`src/rtl/signed_mul16_pipe.sv`:
```
// 16x16 signed multiplier: radix-4 Booth partial products, CSA tree, final adder.
// Three register stages (PPs, sum/carry, product); one operation accepted every cycle.
module signed_mul16_pipe (
   input  logic        clk,
   input  logic        rst,
   input  logic        in_valid,
   input  logic [15:0] X,
   input  logic [15:0] Y,
   output logic        out_valid,
   output logic [31:0] R
);

   // 3:2 compressor on full words; returns {carry, sum}, carry already shifted up
   function automatic logic [63:0] csa(input logic [31:0] a, input logic [31:0] b,
                                       input logic [31:0] c);
      logic [31:0] s, k;
      s = a ^ b ^ c;
      k = ((a & b) | (a & c) | (b & c)) << 1;
      return {k, s};
   endfunction

   logic [18:0] yx;
   logic [16:0] x1, x2;
   logic [31:0] pp_d [9];
   logic [31:0] corr_d;
   logic [31:0] pp_q [9];
   logic [31:0] corr_q;
   logic [31:0] s [8];
   logic [31:0] c [8];
   logic [31:0] sum_q, carry_q;
   logic [2:0]  vld_pipe;

   // Two copies of the sign bit above Y make the ninth digit always zero
   assign yx = {Y[15], Y[15], Y, 1'b0};
   assign x1 = {X[15], X};
   assign x2 = {X, 1'b0};

   always_comb begin
      logic [2:0]  b;
      logic [16:0] mag, sel;
      logic        neg;
      corr_d = '0;
      for (int i = 0; i < 9; i++) begin
         b = yx[2*i +: 3];
         case (b)
            3'b001, 3'b010, 3'b101, 3'b110: mag = x1;
            3'b011, 3'b100:                 mag = x2;
            default:                        mag = '0;
         endcase
         neg = b[2] & ~(b[1] & b[0]);
         // Negation = one's complement here, +1 carried in corr at the digit's weight
         sel = neg ? ~mag : mag;
         pp_d[i] = {{15{sel[16]}}, sel} << (2*i);
         corr_d[2*i] = neg;
      end
   end

   always_comb begin
      {c[0], s[0]} = csa(pp_q[0], pp_q[1], pp_q[2]);
      {c[1], s[1]} = csa(pp_q[3], pp_q[4], pp_q[5]);
      {c[2], s[2]} = csa(pp_q[6], pp_q[7], pp_q[8]);
      {c[3], s[3]} = csa(s[0], c[0], s[1]);
      {c[4], s[4]} = csa(c[1], s[2], c[2]);
      {c[5], s[5]} = csa(s[3], c[3], s[4]);
      {c[6], s[6]} = csa(s[5], c[5], c[4]);
      {c[7], s[7]} = csa(s[6], c[6], corr_q);
   end

   always_ff @(posedge clk) begin
      if (rst) begin
         for (int i = 0; i < 9; i++) pp_q[i] <= '0;
         corr_q   <= '0;
         sum_q    <= '0;
         carry_q  <= '0;
         R        <= '0;
         vld_pipe <= '0;
      end else begin
         for (int i = 0; i < 9; i++) pp_q[i] <= pp_d[i];
         corr_q   <= corr_d;
         sum_q    <= s[7];
         carry_q  <= c[7];
         R        <= sum_q + carry_q;
         vld_pipe <= {vld_pipe[1:0], in_valid};
      end
   end

   assign out_valid = vld_pipe[2];

endmodule

```
`config.mk`:
```
export PLATFORM = sky130hd
export DESIGN_NAME = signed_mul16_pipe
export DESIGN_NICKNAME = d
export VERILOG_FILES = /design/src/rtl/signed_mul16_pipe.sv
export SDC_FILE = /design/constraint.sdc
export NUM_CORES = 1
export LEC_CHECK = 0
export CORE_MARGIN = 5
export CORE_UTILIZATION = 58
export CTS_BUF_LIST = sky130_fd_sc_hd__clkbuf_8 sky130_fd_sc_hd__clkbuf_16
export CTS_CLUSTER_DIAMETER = 30
export DETAILED_ROUTE_END_ITERATION = 10
export PLACE_DENSITY = 0.77
export SYNTH_ARGS = -nofsm -noshare
export SYNTH_HDL_FRONTEND = slang
export SYNTH_SLANG_ARGS = --single-unit
```
`constraint.sdc`:
```
create_clock -name clk -period 8.34 [get_ports clk]
set_input_delay 1.668 -clock clk [delete_from_list [all_inputs] [get_ports clk]]
set_output_delay 1.668 -clock clk [all_outputs]
set_load 0.02 [all_outputs]
```
==> results.md <==
* Status: finished clean
* Post CTS Setup Buffer Count at 0
* Post-DRT Antenna Nets at 0
* First-pass GRT wire length at 54500 um
* Initial Utilization at 0.590
* Initial antenna violation count at 0
* Share of the synthesized area in the top cell type at 0.333
* Switch Pwr at between 0.0015 and 0.002 W
* Clock sink total at about 240
* Switching part of the total at 0.330
* Int Pwr at 0.00359 W
* Seq pwr share at 0.267
* Final cell count without fillers at 1913
* Post-DP Area at 15100 sq um
* Final Setup Violations at 0
* Number of DRC markers in iteration 0 at 801
* Yosys top cell by area: dfxtp_1
* Clk slew on worst S/H paths at 0.05 ns
* Synthesized net count at 1785
* PortBufs at 67
* YS warnings at 0
* DIE AREA at 28000 sq um
* Max cap viols at 0
* Synthesized cell area at 14400 sq um
* # hold bufs at CTS at 0
* Flops & latches, synth at 239
* Crit share post-route at 0.465
* Synth Flop Type: dfxtp_1
* Least-Margin Pin Slew at 1.30 ns
* Kind of critical path: reg2reg
* Placement Setup Slack at around 4.3 ns
* EDFF count, synth at 0
* Grt ovf at 0
* Area contributors post-synth: dfxtp_1 33%, fa_1 16%, ha_1 9.0%
* H-tree Lvls at 2
* RSZ-0062 raised after global routing: false
* Vias/cell at between 5 and 6
* Ports at 68
* GPL Wtd Cong at 0.876
* CTS tree: yes
* FP Rows at 57
* # nets final at 1802
* Hpwl dp at 21800 um
* Via Count at just over 10000
* Crit end category: flip-flop
* Synth async-reset ratio at 0
* Wire per inst at 17.1 um
* Final number of hold-violating endpoints at 0
* Relative slew slack at 0.135
* Worst Slack Setup Final at about 4.5 ns
* Fill count at 1814
* Synth-to-layout area growth at 17.2%
* Setup TNS at 0 ns
* Final setup skew at around 0.033 ns
* Largest net degree at the start of global routing at 123
* Pleak at approximately 7.6 nW
* Num CTS Buffers at a little under 50
* Vias in the first global route at 10700
* Antenna Diode Count at 0
* WL final at 32600 um
* Longest Clk Path Bufs at 3
* Mapped Cells at 1531
* Tmin final at about 3.9 ns
* Seq/Total Area, Yosys at 0.333
* Netlist cell types at 58
* Syn_area_per_cell at 9.40 sq um
* Drc violations at 0
* Post-cts resize count at 0
* F_max at 258 MHz
* Hold Path Class: reg2reg
* Combinational Power Share at 0.352
* Clock share of power at 0.381
* Die height at approximately 170 um
* Crit path launch type: flip-flop
* Die width at 167 um
* Drt first pass iters at 5
* Core outline area at roughly 24000 sq um
* Final instance area at 16900 sq um
* Clock Tree Root: clkbuf_16
* Pwr per Cell Area at 319 nW/um^2
* Worst EP arrival at 4.26 ns
* Largest fanout on the critical path at 7
* Worst Path Required at 8.72 ns
* Peak VDD IR at 173 uV
* Gr usage total at 0.235
* Layout cells sized above 1 at 0.0692
* Slew Viols, Final at 0
* Skew-Pair Late Insertion Delay at between 0.5 and 0.6 ns
* Dpl cells at roughly 1800
* Tot Pwr at 0.00537 W
==> routing by layer <==
metal  global-route usage  part of all wire  vias up  wire [um]
met5                    0                 0        -          0
met4               0.0713             0.022        0        707
met3               0.0556             0.085       62       2780
met2                0.375              0.46      416      15000
met1                0.320              0.43     4919      14100
li1                     -                 -     4964          -
==> worst max-delay path: stages (launching register included) <==
cell,delay (ns)
dfxtp_1,0.47
inv_1,0.18
fa_1,0.85
inv_1,0.10
fa_1,0.60
inv_1,0.13
fa_1,0.49
inv_1,0.05
fa_1,0.43
ha_1,0.28
nor2b_1,0.12
==> layout make-up <==
class	count	area, sq um	area share
Tap cell	324	405	0.0241
Clock inverter	35	415	0.0246
Sequential cell	239	4780	0.284
Timing Repair Buffer	72	709	0.0421
Inverter	201	754	0.0448
Multi-Input combinational cell	985	8420	0.500
Clock buffer	57	1360	0.0806
==> placed cells by master (no fill, tap or decap), types with 3 or more instances in the layout <==
cell type / synthesis / final
nor2b_1: 68 / 68
mux2i_1: 15 / 15
nor2_1: 221 / 221
clkbuf_16: 0 / 51
a21oi_1: 34 / 34
dfxtp_1: 239 / 239
nand4_1: 4 / 4
o21bai_1: 5 / 5
a221oi_1: 31 / 31
clkinv_4: 0 / 4
inv_6: 0 / 10
a211oi_1: 3 / 3
buf_4: 0 / 5
mux2_2: 7 / 7
a21boi_0: 3 / 3
bufinv_16: 0 / 6
and2_1: 5 / 5
o21ai_0: 17 / 17
inv_8: 0 / 4
xnor2_1: 101 / 101
clkinvlp_4: 0 / 6
fa_1: 116 / 116
nand2_1: 36 / 36
inv_1: 201 / 203
clkdlybuf4s50_1: 0 / 66
ha_1: 103 / 103
nand3_1: 8 / 8
a22oi_1: 90 / 90
nand2b_1: 9 / 9
a21o_1: 15 / 15
xor2_1: 41 / 41
nor3_1: 10 / 10
clkinv_2: 0 / 3
and3_1: 4 / 4
clkbuf_8: 0 / 6
a31oi_1: 6 / 6
==> cell families (layout without fill, tap and decap cells) <==
family	Yosys count	in the layout	share of synthesized area
AO/OA/AOI/OAI	224	224	0.112
XOR/XNOR	142	142	0.0865
adder cells (fa/ha/maj)	219	219	0.251
buffers and inverters	307	365	0.0817
flip-flops	239	239	0.333
multiplexers	23	23	0.0170
AND/OR/NAND/NOR	377	377	0.119
==> power groups by stage <==
stage	clock, W	combinational, W	sequential (W)
global placement	0	0.00177	0.00145
detailed placement	0	0.00185	0.00145
floorplan	0	0.00132	0.00149
global route	0.00213	0.00218	0.00145
finish	0.00205	0.00189	0.00143
CTS	0.00207	0.00190	0.00143
==> cell usage after synthesis (2+ instances only) <==
library cell and instances:
a22oi_1 90, o21ai_1 2, nand3_1 8, and3_1 4, o211ai_1 2, nand2_1 36, fa_1 116, inv_1 201
o21bai_1 5, a221oi_1 31, nand4_1 4, ha_1 103, a21oi_1 34, mux2_2 7, nor2b_1 68, clkbuf_1 85
buf_2 6, xor2_1 41, nor2_1 221, mux2i_1 15, a211oi_1 3, a21o_1 15, o21ai_0 17, and2_1 5
nor3_1 10, nand2b_1 9, xnor2_1 101, and4_1 2, o21a_1 2, buf_1 13, a21boi_0 3, and3b_1 2
buf_6 2, dfxtp_1 239, a31oi_1 6
==> through the flow <==
step,hold slack (ns),util
after floorplan,0.414,-
after global placement,0.418,0.618
final,0.438,0.691
after CTS,0.441,0.691
after detailed placement,0.427,0.618
after global routing,0.459,0.691
==> sequential cells by signal, summed over array words and instances (netlist names) <==
| register | flops |
|---|---|
| vld_pipe | 3 |
| sum_q | 32 |
| R | 32 |
| corr_q | 8 |
| pp_q | 136 |
| carry_q | 28 |
==> worst paths after layout <==
| path | from | to | slack [ns] | cells after the start |
|---|---|---|---|---|
| hold / removal | vld_pipe[1]$_SDFF_PP0_ | vld_pipe[2]$_SDFF_PP0_ | 0.44 | 1 |
| hold reg to reg | vld_pipe[1]$_SDFF_PP0_ | vld_pipe[2]$_SDFF_PP0_ | 0.44 | 1 |
| setup / recovery | pp_q[0][31]$_SDFF_PP0_ | sum_q[26]$_SDFF_PP0_ | 4.46 | 10 |
| setup reg to reg | pp_q[0][31]$_SDFF_PP0_ | sum_q[26]$_SDFF_PP0_ | 4.46 | 10 |
Power figures use the tool's default switching activity.
